File: src/rtl/skill_pkg.sv
// Shared constants, FSM encoding and helpers for the skill scheduler slice.
package skill_pkg;

    localparam int unsigned NUM_SKILL = 3;
    localparam int unsigned CNT_W     = 8;
    localparam int unsigned PT_W      = 3;

    localparam int unsigned SKILL_J = 0;
    localparam int unsigned SKILL_K = 1;
    localparam int unsigned SKILL_L = 2;

    localparam int unsigned DUR_CYC_DEF       = 120;
    localparam int unsigned COOL_CYC_DEF      = 48;
    localparam int unsigned MAX_POINT_DEF     = 3;
    localparam int unsigned INIT_POINT_DEF    = 3;
    localparam int unsigned RECHARGE_HITS_DEF = 8;

    typedef enum logic [1:0] {
        IDLE   = 2'd0,
        ACTIVE = 2'd1,
        COOL   = 2'd2
    } skill_state_e;

    // Thermometer display of the budget, MSB first, saturating at three lamps.
    function automatic logic [2:0] point_to_led(input logic [PT_W-1:0] pt);
        logic [2:0] led;
        case (pt)
            3'd0:    led = 3'b000;
            3'd1:    led = 3'b100;
            3'd2:    led = 3'b110;
            default: led = 3'b111;
        endcase
        return led;
    endfunction

endpackage

File: src/rtl/skill_timer.sv
// Per-skill IDLE -> ACTIVE -> COOL sequencer with an 8-bit down-counter.
module skill_timer
    import skill_pkg::*;
#(
    parameter int unsigned DUR_CYC  = DUR_CYC_DEF,
    parameter int unsigned COOL_CYC = COOL_CYC_DEF
) (
    input  logic clk_22,
    input  logic rst,
    input  logic start_i,
    input  logic clear_i,
    output logic active_o,
    output logic cool_o,
    output logic idle_o
);

    localparam logic [CNT_W-1:0] DUR_LOAD  = CNT_W'(DUR_CYC - 1);
    localparam logic [CNT_W-1:0] COOL_LOAD = (COOL_CYC == 0) ? '0 : CNT_W'(COOL_CYC - 1);

    skill_state_e     state_q, state_d;
    logic [CNT_W-1:0] cnt_q, cnt_d;

    always_ff @(posedge clk_22 or posedge rst) begin
        if (rst) begin
            state_q  <= IDLE;
            cnt_q    <= '0;
            active_o <= 1'b0;
            cool_o   <= 1'b0;
            idle_o   <= 1'b1;
        end else begin
            state_q  <= state_d;
            cnt_q    <= cnt_d;
            active_o <= (state_d == ACTIVE);
            cool_o   <= (state_d == COOL);
            idle_o   <= (state_d == IDLE);
        end
    end

    // Clear wins over everything so a stage exit always lands in IDLE.
    always_comb begin
        state_d = state_q;
        cnt_d   = cnt_q;
        if (clear_i) begin
            state_d = IDLE;
            cnt_d   = '0;
        end else begin
            case (state_q)
                IDLE: begin
                    if (start_i) begin
                        state_d = ACTIVE;
                        cnt_d   = DUR_LOAD;
                    end
                end
                ACTIVE: begin
                    if (cnt_q == '0) begin
                        if (COOL_CYC == 0) begin
                            state_d = IDLE;
                            cnt_d   = '0;
                        end else begin
                            state_d = COOL;
                            cnt_d   = COOL_LOAD;
                        end
                    end else begin
                        cnt_d = cnt_q - CNT_W'(1);
                    end
                end
                COOL: begin
                    if (cnt_q == '0) begin
                        state_d = IDLE;
                    end else begin
                        cnt_d = cnt_q - CNT_W'(1);
                    end
                end
                default: begin
                    state_d = IDLE;
                    cnt_d   = '0;
                end
            endcase
        end
    end

endmodule

File: src/rtl/skill_scheduler.sv
// Skill arbiter, shared point budget and brick-hit recharge for the stage.
// Define SKILL_REQ_QUEUE_EN to hold non-granted requests until they can be served.
module skill_scheduler
    import skill_pkg::*;
#(
    parameter int unsigned DUR_CYC       = DUR_CYC_DEF,
    parameter int unsigned COOL_CYC      = COOL_CYC_DEF,
    parameter int unsigned MAX_POINT     = MAX_POINT_DEF,
    parameter int unsigned INIT_POINT    = INIT_POINT_DEF,
    parameter int unsigned RECHARGE_HITS = RECHARGE_HITS_DEF
) (
    input  logic                 clk_22,
    input  logic                 rst,
    input  logic                 en,
    input  logic [NUM_SKILL-1:0] skill_req,
    input  logic                 brick_hit,
    output logic [NUM_SKILL-1:0] skill_grant,
    output logic [NUM_SKILL-1:0] skill_active,
    output logic [NUM_SKILL-1:0] skill_cool,
    output logic [PT_W-1:0]      skill_point,
    output logic [2:0]           points_led
);

    localparam logic [PT_W-1:0]  MAX_PT   = PT_W'(MAX_POINT);
    localparam logic [PT_W-1:0]  INIT_PT  = PT_W'(INIT_POINT);
    localparam logic [CNT_W-1:0] HIT_LAST = CNT_W'(RECHARGE_HITS - 1);

    logic [NUM_SKILL-1:0] idle_w;
    logic [NUM_SKILL-1:0] req_c, elig_c, cand_c, grant_d;
    logic [CNT_W-1:0]     hit_q, hit_d;
    logic [PT_W-1:0]      point_d;
    logic                 recharge_c;

`ifdef SKILL_REQ_QUEUE_EN
    logic [NUM_SKILL-1:0] pend_q, pend_d;

    always_ff @(posedge clk_22 or posedge rst) begin
        if (rst) pend_q <= '0;
        else     pend_q <= pend_d;
    end

    assign req_c = skill_req | pend_q;
    // Anything requested but not served this cycle stays pending while in stage.
    always_comb begin
        pend_d = '0;
        if (en) pend_d = req_c & ~grant_d;
    end
`else
    assign req_c = skill_req;
`endif

    always_ff @(posedge clk_22 or posedge rst) begin
        if (rst) begin
            skill_grant <= '0;
            skill_point <= INIT_PT;
            points_led  <= point_to_led(INIT_PT);
            hit_q       <= '0;
        end else begin
            skill_grant <= grant_d;
            skill_point <= point_d;
            points_led  <= point_to_led(point_d);
            hit_q       <= hit_d;
        end
    end

    // Fixed priority J > K > L among requested, eligible skills.
    always_comb begin
        elig_c  = (en && (skill_point != '0)) ? idle_w : '0;
        cand_c  = req_c & elig_c;
        grant_d = '0;
        if (cand_c[SKILL_J])      grant_d[SKILL_J] = 1'b1;
        else if (cand_c[SKILL_K]) grant_d[SKILL_K] = 1'b1;
        else if (cand_c[SKILL_L]) grant_d[SKILL_L] = 1'b1;
    end

    // A grant and a recharge in the same cycle cancel, even at saturation.
    always_comb begin
        hit_d      = hit_q;
        recharge_c = 1'b0;
        if (brick_hit) begin
            if (hit_q == HIT_LAST) begin
                hit_d      = '0;
                recharge_c = 1'b1;
            end else begin
                hit_d = hit_q + CNT_W'(1);
            end
        end
        point_d = skill_point;
        if ((|grant_d) && recharge_c) begin
            point_d = skill_point;
        end else if (|grant_d) begin
            point_d = skill_point - PT_W'(1);
        end else if (recharge_c && (skill_point < MAX_PT)) begin
            point_d = skill_point + PT_W'(1);
        end
    end

    for (genvar i = 0; i < NUM_SKILL; i++) begin : g_timer
        skill_timer #(
            .DUR_CYC  (DUR_CYC),
            .COOL_CYC (COOL_CYC)
        ) u_timer (
            .clk_22   (clk_22),
            .rst      (rst),
            .start_i  (grant_d[i]),
            .clear_i  (~en),
            .active_o (skill_active[i]),
            .cool_o   (skill_cool[i]),
            .idle_o   (idle_w[i])
        );
    end

endmodule

File: config.mk
export PLATFORM = sky130hd
export DESIGN_NAME = skill_scheduler
export DESIGN_NICKNAME = d
export VERILOG_FILES = /design/src/rtl/skill_pkg.sv /design/src/rtl/skill_timer.sv /design/src/rtl/skill_scheduler.sv
export SDC_FILE = /design/constraint.sdc
export NUM_CORES = 1
export LEC_CHECK = 0
export ABC_AREA = 0
export CORE_UTILIZATION = 45
export DETAILED_ROUTE_END_ITERATION = 7
export GPL_ROUTABILITY_DRIVEN = 0
export GPL_TIMING_DRIVEN = 0
export PLACE_DENSITY = 0.62
export SYNTH_ARGS = -nofsm -noshare
export SYNTH_HDL_FRONTEND = slang
export SYNTH_SLANG_ARGS = --single-unit
File: constraint.sdc
create_clock -name clk_22 -period 2.6 [get_ports clk_22]
set_input_delay 0.78 -clock clk_22 [delete_from_list [all_inputs] [get_ports clk_22]]
set_output_delay 0.78 -clock clk_22 [all_outputs]
set_load 0.1 [all_outputs]
Word level (Yosys, flattened, before mapping)
Index checks and enable logic that the tools add are counted.
{"block": "totals", "ff_bits": 56, "latch_bits": 0, "mem_bits_rw": 0, "mem_bits_ro": 0, "inputBits": 7, "output_inout_bits": 15, "n_memories": 0}
{"block": "classes", "add_sub_neg": 6, "n_mul": 0, "div_mod_pow": 0, "n_lt_le_gt_ge": 1, "eq_ne": 21, "n_shift": 0, "muxes": 43, "n_bitwise": 1, "reduce_logical": 18}
{"cell": "$mux 8", "n": 13}
{"cell": "$pmux 8 s3", "n": 3}
{"cell": "$mux 2", "n": 13}
{"cell": "$logic_not 8->1", "n": 3}
{"cell": "$sub 8x1->8 const B", "n": 3}
{"cell": "$pmux 2 s3", "n": 3}
{"cell": "$ne 3x3->1 const B", "n": 5}
{"cell": "$eq 2x1->1 const B", "n": 6}
{"cell": "$eq 2x2->1 const B", "n": 6}
{"cell": "$logic_not 2->1", "n": 6}
{"cell": "$mux 3", "n": 4}
{"cell": "$pmux 3 s3", "n": 1}
{"cell": "$add 8x1->8 const B", "n": 1}
{"cell": "$eq 8x3->1 const B", "n": 1}
{"cell": "$mux 1", "n": 6}
{"cell": "$reduce_and 2->1", "n": 3}
{"cell": "$add 3x1->3 const B", "n": 1}
{"cell": "$and 3x3->3", "n": 1}
{"cell": "$eq 3x1->1 const B", "n": 1}
{"cell": "$eq 3x2->1 const B", "n": 1}
{"cell": "$logic_and 1x1->1", "n": 3}
{"cell": "$logic_not 3->1", "n": 1}
{"cell": "$lt 3x2->1 const B", "n": 1}
{"cell": "$ne 3x2->1 const B", "n": 1}
{"cell": "other kinds (3)", "n": 3}

Depth between registers and ports, before layout
{"block": "depth", "depth_word": 12, "mapped_depth": 10}

Cells and area by module
A second synthesis with hierarchy kept.
{"block": "hier_totals", "cells_unflattened": 334, "hier_area_um2": 3241.9}
{"mod": "skill_timer", "instances": 3, "cells_each": 82, "area_each_um2": 783.3, "seq_area_each_um2": 326.6}
{"mod": "skill_scheduler", "instances": 1, "cells_each": 88, "area_each_um2": 892.1, "seq_area_each_um2": 431.7}

Worst setup path after synthesis
OpenSTA, ideal clock, no wires.
{"block": "synth_path", "path_kind": "register to register", "start": "register skill_point[0]", "end": "register g_timer[1].u_timer.cnt_q[2]", "setup_time_ns": 0.082, "arrival_ns": 2.630, "path_slack_ns": -0.112, "path_stages_with_launch": 10, "period_less_slack_ns": 2.712, "cell_sequence": "dfstp_2 > inv_1 > ha_1 > ha_1 > nand2b_1 > clkbuf_1 > nor4_1 > a211oi_1 > or3b_2 > a31oi_1"}
{"block": "synth_between", "elab_chain_cells": 8}
{"item": "from (decl)", "line_no": "skill_scheduler.sv:20", "text": "output logic [PT_W-1:0] skill_point,"}
{"item": "from (signal assigned)", "line_no": "skill_scheduler.sv:60", "text": "skill_point <= point_d;"}
{"item": "$reduce_bool 3->1 *", "line_no": "skill_scheduler.sv:68", "text": "elig_c = (en && (skill_point != '0)) ? idle_w : '0;"}
{"item": "$logic_and 1x1->1 *", "line_no": "skill_scheduler.sv:68"}
{"item": "$mux 3 *", "line_no": "skill_scheduler.sv:68"}
{"item": "$and 3x3->3 *", "line_no": "skill_scheduler.sv:69", "text": "cand_c = req_c & elig_c;"}
{"item": "$mux 1", "line_no": "skill_scheduler.sv:72", "text": "else if (cand_c[SKILL_K]) grant_d[SKILL_K] = 1'b1;"}
{"item": "$mux 2 *", "line_no": "skill_scheduler.sv:71", "text": "if (cand_c[SKILL_J]) grant_d[SKILL_J] = 1'b1;"}
{"item": "$ne 3x3->1 (no line) *"}
{"item": "$reduce_and 2->1 (no line) *"}
{"item": "to (signal assigned)", "line_no": "skill_timer.sv:32", "text": "cnt_q <= cnt_d;"}
{"item": "to (decl)", "line_no": "skill_timer.sv:21", "text": "logic [CNT_W-1:0] cnt_q, cnt_d;"}
Mark *: on every way between the ends. The rest lies on a longest branch, timed or not.
A chain may end at the register's enable or synchronous reset.

Final worst setup path
{"block": "layout_path", "start": "register skill_point[0]", "end": "output skill_point[0]"}
No word-level cell between the ends.

==> metrics.txt <==
outcome completed; Worst Max-Slew Pin Slew between 0.9 and 1 ns; final instance area roughly 0.0037 mm2; Avg Cell Area, Syn 9.13 um2; CP max-delay cell clkdlybuf4s15_1; minimum clock period approximately 2.6 ns; post-route DRC violation count 0; number of diodes 0; Clock Latency Late Sink 0.31 ns; first-pass GRT wire length 12200 um; hold wc startpoint hit_q[7]; post-synthesis async set-or-reset flop share 100%; Sink Count 56; placed cell area 0.00358 mm2; maximum fanout along the worst path 5; Max Fclk 0.389 GHz; # nets final slightly below 400; Compound-Gate Fraction of Synth Area 21.9%; Core Area 0.00687 mm2; worst flop-to-flop path endpoint g_timer[1].u_timer.cnt_q[2]; Layout area overhead 15.9%; largest family of logic cells by synthesized area simple AND/OR/NAND/NOR gates; Lkg Pwr 0.00165 uW; Warnings, synthesis 0; sequential share of power 34.0%; gr ovfl total 0; RR Startpoint skill_point[0]; vias per cell 5.56; Switching Fraction 48.9%; DRT antenna net count 0; layout cells sized above 1 15.4%; Starting Density a little under half; sequential area share after synthesis 43.8%; CTS clk-pin slew, worst paths 0.11 ns; Routed WL 6970 um; htree depth 2; CTS Buf Count 5; final cycle utilization of the critical path between 90% and 100%; DR pass1 iterations 6; worst relative slew slack 35.7%; final max-slew violation count 0; Max Cap Viol 0; syn_nets 367; Comb pwr share between 50% and 60%; ys flop type dfrtp_1; Die Ht 86.6 um; CTS Root Cell clkbuf_8; hold path depth 1; P_int 2140 uW; Vias between 2k and 3k; Cells after DPL 471; DR WL/cell approximately 15 um; PortBufs 21; Worst Hold Endpoint hit_q[7]; full die area approximately 0.0075 mm2; crit-path cells clkdlybuf4s15_1; Tot GR Track Use about a fifth; synth unique cells 65; crit end category output port; Crit Path Category flop to output port; Seq cells post-synth between 50 and 60; antenna violations before repair 0; CTS tree yes; Non-Filler Instances 480; DRT iter0 DRCs 80; Startpoint Class flop; vias in the first global route approximately 2.5k; area share of and/or/nand/nor cells after synthesis 22.2%; mux cell area share after synthesis 0.660%; final setup violation count 0; R2R depth 8; post-DP HPWL 5110 um; reg-to-reg slack, setup approximately 0.080 ns; clock buffer depth 2; synthesized area 0.00322 mm2; final hold viol count 0; sw power 2050 uW; Die Width just under 90 um; largest net degree at the start of global routing 38; CP bufs+invs 1; crit-path max cell delay around 0.8 ns; adder-cell share of the synthesized area approximately 2.7%; Setup Skew 0.0101 ns; min-delay worst type flop to flop; Synth Area in XOR/XNOR 2.99%; arrival time at the worst endpoint roughly 1.8 ns; Post-synth EDFFs 0; Ports 22; worst hold margin 0.485 ns; PwrDens 1120 mW/mm2; Clk network pwr share 12.0%; CP required 1.82 ns; RSZ-0062 raised after global routing yes; Fin Setup TNS 0 ns; post-synthesis cell count between 300 and 400; Crit path max-delay family buffers and inverters; # rows 30; Max IR drop VDD 596 uV; Post-CTS Hold Buffers 0
-- sequential cells by signal, indices dropped and copies added, names as in the netlist --
| register | cells |
|---|---|
| g_timer.u_timer.active_o | 3 |
| g_timer.u_timer.cnt_q | 24 |
| g_timer.u_timer.cool_o | 3 |
| g_timer.u_timer.idle_o | 3 |
| g_timer.u_timer.state_q | 6 |
| hit_q | 8 |
| points_led | 3 |
| skill_grant | 3 |
| skill_point | 3 |
-- logic make-up after synthesis --
family / count (synthesis)
xor gates and xnor gates: 11
and+or+nand+nor: 128
DFF: 56
muxes: 2
adders and majority gates: 7
AOI/OAI and AO/OA: 106
buffers and inverters: 43
-- power by group through the flow --
stage	clock (uW)	sequential [uW]	combinational, uW
after global routing	568	1460	2490
after global placement	0	1430	2220
after detailed placement	0	1430	2250
after CTS	524	1420	2230
after floorplan	0	1760	1440
final	504	1420	2260
-- cell usage in the layout, fill, tap and decap left out, types with 3 or more instances in the layout --
cell type	instances
clkbuf_1	8
or3_1	6
ha_1	7
nor3b_1	3
o2bb2ai_1	3
nand2_1	34
o21ai_0	26
nor3_1	11
nand3_1	4
clkbuf_8	5
o21a_1	8
dfrtp_1	47
clkdlybuf4s50_1	8
and3_1	5
dfstp_2	6
inv_1	24
dlygate4sd2_1	10
a21oi_1	29
nor2_1	25
nand4_1	6
xnor2_1	7
a31oi_1	4
buf_4	9
xor2_1	4
nand2b_1	4
or2_2	6
-- how the worst max path moves through the flow --
stage / startpoint / endpoint / slack (ns) / depth (start not counted)
after detailed placement: en / g_timer[0].u_timer.cnt_q[6] / -0.34 / 7
final: skill_point[0] / skill_point[0] / 0.03 / 1
after floorplan: skill_point[0] / g_timer[1].u_timer.cnt_q[2] / 0.01 / 9
after CTS: brick_hit / points_led[0] / 0.005 / 6
after global routing: skill_point[0] / skill_point[0] / -0.03 / 1
after global placement: rst / skill_point[2] / -0.77 / 2
-- per-stage QoR --
stage | total power (uW) | util [%] | worst slack [ns]
floorplan | 3200 | - | 0.0131
global placement | 3650 | 51.9 | -0.771
detailed placement | 3680 | 52.2 | -0.345
CTS | 4170 | 53.5 | 0.00463
global route | 4520 | 54.4 | -0.0257
finish | 4190 | 54.4 | 0.0273
-- synth_stat cells, types with 2 or more instances --
| master | number | share of area (%) |
|---|---|---|
| dfrtp_1 | 48 | 37 |
| nand2_1 | 34 | 4.0 |
| a21oi_1 | 29 | 4.5 |
| o21ai_0 | 26 | 4.0 |
| inv_1 | 25 | 2.9 |
| nor2_1 | 25 | 2.9 |
| nor3_1 | 13 | 2.0 |
| clkbuf_1 | 11 | 1.3 |
| dfstp_2 | 8 | 6.5 |
| o21a_1 | 8 | 1.9 |
| ha_1 | 7 | 2.7 |
| or3_1 | 7 | 1.4 |
| xnor2_1 | 7 | 1.9 |
| buf_4 | 6 | 1.4 |
| nand4_1 | 6 | 1.2 |
| or2_2 | 6 | 1.2 |
| and3_1 | 5 | 0.97 |
| nand2b_1 | 5 | 0.97 |
| a31oi_1 | 4 | 0.78 |
| nand3_1 | 4 | 0.62 |
| xor2_1 | 4 | 1.1 |
| a211oi_1 | 3 | 0.70 |
| a32oi_1 | 3 | 0.82 |
| nor3b_1 | 3 | 0.70 |
| nor4_1 | 3 | 0.58 |
| o2bb2ai_1 | 3 | 0.82 |
| a2111oi_0 | 2 | 0.54 |
| a221oi_1 | 2 | 0.54 |
| a311oi_1 | 2 | 0.54 |
| and2_1 | 2 | 0.39 |
| nor4b_1 | 2 | 0.54 |
| nor4b_4 | 2 | 1.5 |
| o2111a_1 | 2 | 0.70 |
| o211ai_1 | 2 | 0.47 |
| o21ai_2 | 2 | 0.54 |
| o31a_1 | 2 | 0.54 |
| o31ai_1 | 2 | 0.47 |
-- layout make-up --
type / instances / area [um2]
timing repair buffer: 25 / 244
fill: 636 / 3130
buffer: 16 / 85.1
inverter: 25 / 93.8
clock buffer: 5 / 68.8
sequential: 56 / 1420
multi-input combinational: 254 / 1680
tap: 96 / 120
clock inverter: 3 / 26.3
-- timing repair --
action,4_1_cts,5_1_grt
resized for setup,18,9
buffers inserted,0,3
hold endpoints to repair,0,0
pin swaps,1,2
endpoints found under the setup margin,21,21
cloned,0,0
-- routing by layer --
layer | vias to the layer above | share of wire, % | track usage [%]
met4 | 0 | 0.93 | 5.15
li1 | 1328 | - | -
met3 | 6 | 3.4 | 3.14
met1 | 1298 | 50 | 29.3
met2 | 36 | 46 | 32.6
met5 | - | 0 | 0
Note: power is estimated with default switching activity, not from simulation.
